## config.mk

```make
export PLATFORM = sky130hd
export DESIGN_NAME = cfg_respfifo_flat
export DESIGN_NICKNAME = d
export VERILOG_FILES = /design/src/rtl/cfg_pkg.sv /design/src/rtl/cfg_respfifo_if.sv /design/src/rtl/cfg_respfifo_array.sv /design/src/rtl/cfg_respfifo.sv /design/src/flat_wrapper.sv
export SDC_FILE = /design/constraint.sdc
export NUM_CORES = 1
export LEC_CHECK = 0
export CAP_MARGIN = 20
export CORE_ASPECT_RATIO = 1.4
export CORE_UTILIZATION = 40
export DETAILED_ROUTE_END_ITERATION = 7
export DONT_BUFFER_PORTS = 1
export PLACE_DENSITY = 0.52
export RECOVER_POWER = 25
export SLEW_MARGIN = 10
export SYNTH_ARGS = -nofsm -noshare
export SYNTH_HDL_FRONTEND = slang
export SYNTH_SLANG_ARGS = --single-unit
export TNS_END_PERCENT = 20
```

## constraint.sdc

```tcl
create_clock -name clock -period 17.5 [get_ports clock]
set_clock_uncertainty 0.15 [all_clocks]
set_input_delay 3.5 -clock clock [delete_from_list [all_inputs] [get_ports clock]]
set_output_delay 3.5 -clock clock [all_outputs]
set_load 0.01 [all_outputs]
```

## src/rtl/cfg_pkg.sv

```systemverilog
// cfg_pkg: shared definitions for the config response path.
//   - CFG_RESP_ENTRY_W : packed response entry width (64)
//   - CFG_CRED_W       : response credit counter width (4)
//   - cfg_resp_t       : packed entry layout, MSB to LSB:
//                        opcode, capptag, code, 2'b00 pad, rdata_valid, bdi, data
//   - field offsets of cfg_resp_t for code that works on raw vectors
package cfg_pkg;
   localparam int CFG_RESP_ENTRY_W = 64;
   localparam int CFG_CRED_W       = 4;

   localparam int CFG_OPC_LSB      = 56;
   localparam int CFG_CAPPTAG_LSB  = 40;
   localparam int CFG_CODE_LSB     = 36;
   localparam int CFG_RDV_BIT      = 33;
   localparam int CFG_BDI_BIT      = 32;
   localparam int CFG_DATA_LSB     = 0;

   typedef struct packed {
      logic [7:0]  opcode;
      logic [15:0] capptag;
      logic [3:0]  code;
      logic [1:0]  pad;
      logic        rdata_valid;
      logic        bdi;
      logic [31:0] data;
   } cfg_resp_t;
endpackage

```

## src/rtl/cfg_respfifo_if.sv

```systemverilog
// cfg_respfifo_if: bundles the response push side (config decoder) and the
// TLX response/credit side of cfg_respfifo.
//   master : the environment (decoder + TLX) driving pushes and credits
//   slave  : the response FIFO
interface cfg_respfifo_if;
   logic        tlx_is_ready;
   logic [3:0]  tlx_cfg_resp_initial_credit;
   logic        tlx_cfg_resp_credit;
   logic        rsp_in_valid;
   logic [7:0]  rsp_in_opcode;
   logic [15:0] rsp_in_capptag;
   logic [3:0]  rsp_in_code;
   logic        rsp_in_rdata_valid;
   logic        rsp_in_rdata_bdi;
   logic [31:0] rsp_in_rdata_bus;
   logic        rsp_space_avail;
   logic        cfg_tlx_resp_valid;
   logic [7:0]  cfg_tlx_resp_opcode;
   logic [15:0] cfg_tlx_resp_capptag;
   logic [3:0]  cfg_tlx_resp_code;
   logic        cfg_tlx_rdata_valid;
   logic        cfg_tlx_rdata_bdi;
   logic [31:0] cfg_tlx_rdata_bus;
   logic        fifo_overflow;
   logic        credit_overflow;

   modport master (
      output tlx_is_ready, tlx_cfg_resp_initial_credit, tlx_cfg_resp_credit,
             rsp_in_valid, rsp_in_opcode, rsp_in_capptag, rsp_in_code,
             rsp_in_rdata_valid, rsp_in_rdata_bdi, rsp_in_rdata_bus,
      input  rsp_space_avail, cfg_tlx_resp_valid, cfg_tlx_resp_opcode,
             cfg_tlx_resp_capptag, cfg_tlx_resp_code, cfg_tlx_rdata_valid,
             cfg_tlx_rdata_bdi, cfg_tlx_rdata_bus, fifo_overflow, credit_overflow
   );

   modport slave (
      input  tlx_is_ready, tlx_cfg_resp_initial_credit, tlx_cfg_resp_credit,
             rsp_in_valid, rsp_in_opcode, rsp_in_capptag, rsp_in_code,
             rsp_in_rdata_valid, rsp_in_rdata_bdi, rsp_in_rdata_bus,
      output rsp_space_avail, cfg_tlx_resp_valid, cfg_tlx_resp_opcode,
             cfg_tlx_resp_capptag, cfg_tlx_resp_code, cfg_tlx_rdata_valid,
             cfg_tlx_rdata_bdi, cfg_tlx_rdata_bus, fifo_overflow, credit_overflow
   );
endinterface

```

## src/rtl/cfg_respfifo_array.sv

```systemverilog
// cfg_respfifo_array: DEPTH-entry storage with write/read pointers and a
// per-entry valid vector.
//   clock, reset_n : clock, async active-low reset
//   i_push, i_wdata: write request; ignored while full
//   i_pop          : remove head; ignored while empty
//   o_head         : head entry contents
//   o_head_valid   : head holds an entry (i.e. not empty)
//   o_full         : no free slot
module cfg_respfifo_array #(
   parameter int DEPTH = 8,
   parameter int WIDTH = 64
) (
   input  logic             clock,
   input  logic             reset_n,
   input  logic             i_push,
   input  logic [WIDTH-1:0] i_wdata,
   input  logic             i_pop,
   output logic [WIDTH-1:0] o_head,
   output logic             o_head_valid,
   output logic             o_full
);
   localparam int PW = $clog2(DEPTH);

   logic [WIDTH-1:0] r_mem [DEPTH];
   logic [DEPTH-1:0] r_vld;
   logic [PW-1:0]    r_wrptr;
   logic [PW-1:0]    r_rdptr;
   logic             w_wr;
   logic             w_rd;

   // In a ring, the slot under wrptr is occupied only when every slot is.
   assign o_full       = r_vld[r_wrptr];
   assign o_head_valid = r_vld[r_rdptr];
   assign o_head       = r_mem[r_rdptr];
   assign w_wr         = i_push & ~o_full;
   assign w_rd         = i_pop & o_head_valid;

   // Write and read slots never coincide: a write needs a free wrptr slot,
   // a read needs an occupied rdptr slot, and equal pointers mean one of
   // the two is impossible.
   always_ff @(posedge clock or negedge reset_n) begin
      if (!reset_n) begin
         r_vld   <= '0;
         r_wrptr <= '0;
         r_rdptr <= '0;
      end else begin
         if (w_wr) begin
            r_vld[r_wrptr] <= 1'b1;
            r_wrptr        <= r_wrptr + 1'b1;
         end
         if (w_rd) begin
            r_vld[r_rdptr] <= 1'b0;
            r_rdptr        <= r_rdptr + 1'b1;
         end
      end
   end

   // Storage has no reset; the valid vector guards every read.
   always_ff @(posedge clock) begin
      if (w_wr) r_mem[r_wrptr] <= i_wdata;
   end
endmodule

```

## src/rtl/cfg_respfifo.sv

```systemverilog
// cfg_respfifo: buffers config responses and launches them to the TLX under
// response credits. Header goes out on cfg_tlx_resp_*, read data follows one
// cycle later on cfg_tlx_rdata_*.
//   clock, reset_n : clock, async active-low reset
//   io (slave)     : push side (rsp_in_*, rsp_space_avail), TLX side
//                    (tlx_is_ready, credits, cfg_tlx_*), overflow pulses
// Build option: CFG_RESPFIFO_BYPASS_EN -- a push into an empty FIFO that can
// launch right away goes straight to the header stage (latency 1 instead of 2).
module cfg_respfifo
   import cfg_pkg::*;
#(
   parameter int DEPTH = 8,
   parameter int WIDTH = CFG_RESP_ENTRY_W
) (
   input  logic          clock,
   input  logic          reset_n,
   cfg_respfifo_if.slave io
);
   localparam logic [CFG_CRED_W-1:0] CRED_MAX = {CFG_CRED_W{1'b1}};

   cfg_resp_t             w_in;
   cfg_resp_t             w_head;
   cfg_resp_t             w_sel;
   logic [WIDTH-1:0]      w_wdata;
   logic [WIDTH-1:0]      w_head_raw;
   logic                  w_head_vld;
   logic                  w_full;
   logic                  w_push;
   logic                  w_launch;
   logic                  w_byp;
   logic                  w_send;
   logic                  w_can_send;
   logic                  w_load;
   logic                  w_ret;
   logic                  w_sel_rdv;

   logic                  r_ready_q;
   logic [CFG_CRED_W-1:0] r_cred;

   logic                  r_hdr_vld;
   logic [7:0]            r_hdr_opc;
   logic [15:0]           r_hdr_tag;
   logic [3:0]            r_hdr_code;
   logic                  r_hdr_rdv;
   logic                  r_hdr_bdi;
   logic [31:0]           r_hdr_data;

   logic                  r_dat_vld;
   logic                  r_dat_bdi;
   logic [31:0]           r_dat_bus;

   assign w_in.opcode      = io.rsp_in_opcode;
   assign w_in.capptag     = io.rsp_in_capptag;
   assign w_in.code        = io.rsp_in_code;
   assign w_in.pad         = 2'b00;
   assign w_in.rdata_valid = io.rsp_in_rdata_valid;
   assign w_in.bdi         = io.rsp_in_rdata_bdi;
   assign w_in.data        = io.rsp_in_rdata_bus;

   assign w_wdata = WIDTH'(w_in);
   assign w_head  = cfg_resp_t'(w_head_raw[CFG_RESP_ENTRY_W-1:0]);

   // Credits are (re)loaded on the ready rising edge. Launches wait for the
   // loaded value so stale credits from an earlier ready period are never
   // spent.
   assign w_load     = io.tlx_is_ready & ~r_ready_q;
   assign w_can_send = io.tlx_is_ready & r_ready_q & (r_cred != '0);
   assign w_launch   = w_head_vld & w_can_send;

`ifdef CFG_RESPFIFO_BYPASS_EN
   // Empty FIFO means nothing older can be waiting, so order is preserved.
   assign w_byp = io.rsp_in_valid & ~w_head_vld & w_can_send;
`else
   assign w_byp = 1'b0;
`endif

   assign w_send    = w_launch | w_byp;
   assign w_sel     = w_launch ? w_head : w_in;
   assign w_sel_rdv = w_send & w_sel.rdata_valid;
   assign w_push    = io.rsp_in_valid & ~w_byp;
   assign w_ret     = io.tlx_cfg_resp_credit;

   cfg_respfifo_array #(
      .DEPTH (DEPTH),
      .WIDTH (WIDTH)
   ) u_array (
      .clock        (clock),
      .reset_n      (reset_n),
      .i_push       (w_push),
      .i_wdata      (w_wdata),
      .i_pop        (w_launch),
      .o_head       (w_head_raw),
      .o_head_valid (w_head_vld),
      .o_full       (w_full)
   );

   always_ff @(posedge clock or negedge reset_n) begin
      if (!reset_n) begin
         r_ready_q <= 1'b0;
         r_cred    <= '0;
      end else begin
         r_ready_q <= io.tlx_is_ready;
         if (w_load)
            r_cred <= io.tlx_cfg_resp_initial_credit;
         else if (w_ret && !w_send && r_cred != CRED_MAX)
            r_cred <= r_cred + 1'b1;
         else if (!w_ret && w_send)
            r_cred <= r_cred - 1'b1;
      end
   end

   // Header stage, then data stage one cycle behind. Fields are zeroed
   // whenever their stage is idle or the entry carries no read data.
   always_ff @(posedge clock or negedge reset_n) begin
      if (!reset_n) begin
         r_hdr_vld  <= 1'b0;
         r_hdr_opc  <= '0;
         r_hdr_tag  <= '0;
         r_hdr_code <= '0;
         r_hdr_rdv  <= 1'b0;
         r_hdr_bdi  <= 1'b0;
         r_hdr_data <= '0;
         r_dat_vld  <= 1'b0;
         r_dat_bdi  <= 1'b0;
         r_dat_bus  <= '0;
      end else begin
         r_hdr_vld  <= w_send;
         r_hdr_opc  <= w_send ? w_sel.opcode  : '0;
         r_hdr_tag  <= w_send ? w_sel.capptag : '0;
         r_hdr_code <= w_send ? w_sel.code    : '0;
         r_hdr_rdv  <= w_sel_rdv;
         r_hdr_bdi  <= w_sel_rdv & w_sel.bdi;
         r_hdr_data <= w_sel_rdv ? w_sel.data : '0;
         r_dat_vld  <= r_hdr_vld & r_hdr_rdv;
         r_dat_bdi  <= r_hdr_bdi;
         r_dat_bus  <= r_hdr_data;
      end
   end

   assign io.rsp_space_avail      = ~w_full;
   assign io.fifo_overflow        = io.rsp_in_valid & w_full;
   assign io.credit_overflow      = w_ret & ~w_send & (r_cred == CRED_MAX);
   assign io.cfg_tlx_resp_valid   = r_hdr_vld;
   assign io.cfg_tlx_resp_opcode  = r_hdr_opc;
   assign io.cfg_tlx_resp_capptag = r_hdr_tag;
   assign io.cfg_tlx_resp_code    = r_hdr_code;
   assign io.cfg_tlx_rdata_valid  = r_dat_vld;
   assign io.cfg_tlx_rdata_bdi    = r_dat_bdi;
   assign io.cfg_tlx_rdata_bus    = r_dat_bus;
endmodule

```

## src/flat_wrapper.sv

```systemverilog
// flat-port wrapper written by rule: the top's interface ports become plain ports
module cfg_respfifo_flat import cfg_pkg::*;
#(
   parameter int DEPTH = 8,
   parameter int WIDTH = CFG_RESP_ENTRY_W
)
  (clock, reset_n, io_tlx_is_ready, io_tlx_cfg_resp_initial_credit, io_tlx_cfg_resp_credit, io_rsp_in_valid, io_rsp_in_opcode, io_rsp_in_capptag, io_rsp_in_code, io_rsp_in_rdata_valid, io_rsp_in_rdata_bdi, io_rsp_in_rdata_bus, io_rsp_space_avail, io_cfg_tlx_resp_valid, io_cfg_tlx_resp_opcode, io_cfg_tlx_resp_capptag, io_cfg_tlx_resp_code, io_cfg_tlx_rdata_valid, io_cfg_tlx_rdata_bdi, io_cfg_tlx_rdata_bus, io_fifo_overflow, io_credit_overflow);
  cfg_respfifo_if io_i ();
  input  logic clock;
  input  logic reset_n;
  input wire logic [$bits(io_i.tlx_is_ready)-1:0] io_tlx_is_ready;
  input wire logic [$bits(io_i.tlx_cfg_resp_initial_credit)-1:0] io_tlx_cfg_resp_initial_credit;
  input wire logic [$bits(io_i.tlx_cfg_resp_credit)-1:0] io_tlx_cfg_resp_credit;
  input wire logic [$bits(io_i.rsp_in_valid)-1:0] io_rsp_in_valid;
  input wire logic [$bits(io_i.rsp_in_opcode)-1:0] io_rsp_in_opcode;
  input wire logic [$bits(io_i.rsp_in_capptag)-1:0] io_rsp_in_capptag;
  input wire logic [$bits(io_i.rsp_in_code)-1:0] io_rsp_in_code;
  input wire logic [$bits(io_i.rsp_in_rdata_valid)-1:0] io_rsp_in_rdata_valid;
  input wire logic [$bits(io_i.rsp_in_rdata_bdi)-1:0] io_rsp_in_rdata_bdi;
  input wire logic [$bits(io_i.rsp_in_rdata_bus)-1:0] io_rsp_in_rdata_bus;
  output wire logic [$bits(io_i.rsp_space_avail)-1:0] io_rsp_space_avail;
  output wire logic [$bits(io_i.cfg_tlx_resp_valid)-1:0] io_cfg_tlx_resp_valid;
  output wire logic [$bits(io_i.cfg_tlx_resp_opcode)-1:0] io_cfg_tlx_resp_opcode;
  output wire logic [$bits(io_i.cfg_tlx_resp_capptag)-1:0] io_cfg_tlx_resp_capptag;
  output wire logic [$bits(io_i.cfg_tlx_resp_code)-1:0] io_cfg_tlx_resp_code;
  output wire logic [$bits(io_i.cfg_tlx_rdata_valid)-1:0] io_cfg_tlx_rdata_valid;
  output wire logic [$bits(io_i.cfg_tlx_rdata_bdi)-1:0] io_cfg_tlx_rdata_bdi;
  output wire logic [$bits(io_i.cfg_tlx_rdata_bus)-1:0] io_cfg_tlx_rdata_bus;
  output wire logic [$bits(io_i.fifo_overflow)-1:0] io_fifo_overflow;
  output wire logic [$bits(io_i.credit_overflow)-1:0] io_credit_overflow;
  assign io_i.tlx_is_ready = io_tlx_is_ready;
  assign io_i.tlx_cfg_resp_initial_credit = io_tlx_cfg_resp_initial_credit;
  assign io_i.tlx_cfg_resp_credit = io_tlx_cfg_resp_credit;
  assign io_i.rsp_in_valid = io_rsp_in_valid;
  assign io_i.rsp_in_opcode = io_rsp_in_opcode;
  assign io_i.rsp_in_capptag = io_rsp_in_capptag;
  assign io_i.rsp_in_code = io_rsp_in_code;
  assign io_i.rsp_in_rdata_valid = io_rsp_in_rdata_valid;
  assign io_i.rsp_in_rdata_bdi = io_rsp_in_rdata_bdi;
  assign io_i.rsp_in_rdata_bus = io_rsp_in_rdata_bus;
  assign io_rsp_space_avail = io_i.rsp_space_avail;
  assign io_cfg_tlx_resp_valid = io_i.cfg_tlx_resp_valid;
  assign io_cfg_tlx_resp_opcode = io_i.cfg_tlx_resp_opcode;
  assign io_cfg_tlx_resp_capptag = io_i.cfg_tlx_resp_capptag;
  assign io_cfg_tlx_resp_code = io_i.cfg_tlx_resp_code;
  assign io_cfg_tlx_rdata_valid = io_i.cfg_tlx_rdata_valid;
  assign io_cfg_tlx_rdata_bdi = io_i.cfg_tlx_rdata_bdi;
  assign io_cfg_tlx_rdata_bus = io_i.cfg_tlx_rdata_bus;
  assign io_fifo_overflow = io_i.fifo_overflow;
  assign io_credit_overflow = io_i.credit_overflow;
  cfg_respfifo #(.DEPTH(DEPTH), .WIDTH(WIDTH)) u_core (.clock(clock), .reset_n(reset_n), .io(io_i));
endmodule
```

==> reports/qor.yml <==
outcome:
  outcome: "finished clean"
power_and_ir_drop:
  power_frac_seq: 0.475
  leakagePower_nw: 8.552
  comb_power_share: 0.214
  ir_worst_vdd_v: 0.00009278
  power_switching_mw: 1.154
  pwr-share-clk: 0.311
  cellPowerDensity_nw_per_um2: 164.6
  power.internal_mw: 3.004
  sw_frac_of_total: 0.2775
global_route:
  grt_util_all_layers: 0.1652
  antenna_found_initial: 0
  grt_max_degree: 117
  grt-ovfl-total: 0
  grt_pass1_vias: 10410
  grt_pass1_wl_microns: 68450
yosys:
  synth_top_cell_by_area: "edfxtp_1"
  yosysUniqueCellTypes: 44
  yosysTopAreaCellShare: 0.6667
  synth_area_leaders: "edfxtp_1 67%, dfrtp_1 13%, mux4_2 12%"
  yosysMostFrequentCell: "edfxtp_1"
  synth_area_per_cell_sq_um: 22.14
  synth_edf_count: 496
  synth_seq_cells: 612
  async_flop_share: 0.1895
  ys_seq_area_frac: 0.7967
  synth_nets: 1085
  yosys_warnings: 0
  syn_inst: 1009
  synthesis.area_sq_um: 22340
  synth_common_cells: "496 x edfxtp_1, 117 x mux4_2, 116 x dfrtp_1, 75 x mux2i_1, 62 x nor2_1"
  ys.flop_type: "edfxtp_1"
flow_run:
  cap_violations: 0
die:
  ios: 137
  die_x_microns: 201.7
  num_rows: 102
  start_util: 0.4042
  die_h_microns: 281.6
  die-area_sq_um: 56810
  core_area_sq_um: 55260
final_layout:
  fill_cells: 4572
  nets: 1119
  fin_util: 0.4572
  layout-drive-gt1-share: 0.2278
  syn_to_final_growth_pct: 13.09
  multi_input_area_sq_um: 4360
  n_antenna_cell: 0
  layout.area.seq_sq_um: 17810
clocking:
  cts_made_buffers: 58
  clock-sinks: 612
  path_clk_slew_ns: 0.06
  worstSkewPairLatency_ns: 0.62
  cts_hold_buffers: 0
  h-tree-depth: 2
  post_cts_resized: 0
  postCtsSetupRepairBufs: 0
  cts_tree: "yes"
  root_buffer: "clkbuf_16"
  cts.path.max_buffers: 3
placement:
  hpwl_microns: 23250
  io_buffer_count: 0
  gp_congestion: 0.7264
  post-place-ws_ns: 9.871
sta:
  worst_slack_ns: 9.868
  min_period_over_period: 0.4361
  slew_headroom: 0.2968
  fin_tns_setup_ns: 0
  timing.fmax_mhz: 131.0
  finalHoldViolations: 0
  whs_ns: 0.1995
  rsz0062_at_grt: "false"
  drv_slew: 0
  period_minus_slack_ns: 7.632
  finalSetupViolations: 0
  max_slew.worst_pin.slew_ns: 1.055
worst_setup_path:
  end_kind: "output pin"
  critical_path.top_delay_family: "simple AND/OR/NAND/NOR gates"
  slowest_delay_ns: 0.29
  r2r-end: "u_core.u_array.r_mem[4][38]"
  cp.depth: 4
  crit_chain: "nand3_1 > or2_2 > nand2_1 > nor2_1"
  cpMaxStageDelayCell: "or2_2"
  crit_buf_inv: 0
  arrival_ns: 3.98
  cp_data_required_time_ns: 13.85
  rr_worst_depth: 6
  r2r_slack_ns: 13.80
  cp_max_fo: 3
  timing_worst_setup_path_type: "in2out"
  r2r_start: "u_core.u_array.r_wrptr[1]"
  cp-start-kind: "input port"
  cp-endpoint: "io_credit_overflow"
  crit_start: "io_tlx_is_ready"
routing:
  drt.antenna.violating_nets: 0
  drt_iter0_markers: 586
  wl_microns: 45960
  via_per_inst: 5.301
  drcViolationCount: 0
  routedWlPerCell_microns: 25.24
  vias: 9653
  dr.pass1.iters: 4
min_path:
  hp-class: "reg2reg"
## sequential cells by signal, indices dropped and copies added, names as in the netlist
| signal | cells |
|---|---|
| u_core.io.cfg_tlx_rdata_bdi | 1 |
| u_core.io.cfg_tlx_resp_capptag | 16 |
| u_core.u_array.r_rdptr | 3 |
| u_core.u_array.r_mem | 496 |
| u_core.io.cfg_tlx_resp_opcode | 8 |
| u_core.r_ready_q | 1 |
| u_core.io.cfg_tlx_resp_valid | 1 |
| u_core.r_hdr_data | 32 |
| u_core.io.cfg_tlx_resp_code | 4 |
| u_core.r_hdr_bdi | 1 |
| u_core.io.cfg_tlx_rdata_valid | 1 |
| u_core.u_array.r_vld | 8 |
| u_core.r_cred | 4 |
| u_core.io.cfg_tlx_rdata_bus | 32 |
| u_core.u_array.r_wrptr | 3 |
| u_core.r_hdr_rdv | 1 |
## power groups by stage
stage          logic [mW]  registers (mW)  clock network (mW)
3_3_place_gp        0.913            2.00                   0
5_1_grt             0.974            2.00                1.38
6_report            0.890            1.98                1.29
2_1_floorplan       0.738            1.93                   0
4_1_cts             0.916            1.98                1.33
3_5_place_dp        0.914            2.01                   0
## worst min-delay path by stage
stage	endpoint	cells past startpoint	slack, ns	start
after floorplan	u_core.io.cfg_tlx_rdata_bdi	0	0.18	u_core.r_hdr_bdi
after global placement	u_core.io.cfg_tlx_rdata_bus[10]	0	0.18	u_core.r_hdr_data[10]
after detailed placement	u_core.io.cfg_tlx_rdata_bus[10]	0	0.19	u_core.r_hdr_data[10]
after CTS	u_core.io.cfg_tlx_rdata_bus[10]	0	0.20	u_core.r_hdr_data[10]
after global routing	u_core.io.cfg_tlx_rdata_bus[10]	0	0.21	u_core.r_hdr_data[10]
final	u_core.io.cfg_tlx_rdata_bus[10]	0	0.20	u_core.r_hdr_data[10]
## cell families after synthesis
logic type,synth area share
buffers and inverters,0.01031
and+or+nand+nor,0.02084
muxes,0.1561
DFF,0.7967
xor gates and xnor gates,0.002352
AOI/OAI and AO/OA,0.01059
adders and majority gates,0.003137
## area by class of cell
class	count	area share
Multi-Input combinational cell	344	0.1726
Tap cell	728	0.03606
Sequential cell	612	0.7049
Clock buffer	80	0.06434
Timing Repair Buffer	24	0.007924
Clock inverter	30	0.01372
Inverter	3	0.0004457
## per-layer routing
metal / track usage / up-vias / share of wire
li1: - / 4147 / -
met1: 0.2102 / 5253 / 0.42
met2: 0.2816 / 190 / 0.51
met3: 0.04103 / 63 / 0.055
met4: 0.04623 / 0 / 0.020
met5: 0 / - / 0
## per-stage QoR
step / instance area, sq um / total power [mW] / instances
after global routing: 25260 / 4.355 / 1821
after floorplan: 22340 / 2.671 / 1009
final: 25260 / 4.158 / 1821
after global placement: 23260 / 2.914 / 1710
after detailed placement: 23260 / 2.924 / 1710
after CTS: 25240 / 4.224 / 1820
## cell usage in the layout, fill, tap and decap left out, types with 6 or more instances in the layout
master	instances
clkbuf_8	7
edfxtp_1	496
mux4_2	117
nor2b_1	8
clkbuf_16	59
mux2i_1	75
clkbuf_1	14
nand3_1	7
clkinv_1	9
dfrtp_1	113
buf_4	23
nand2_1	10
mux2_2	6
bufinv_16	7
clkinv_2	8
nor2_1	61
Power figures use the tool's default switching activity.
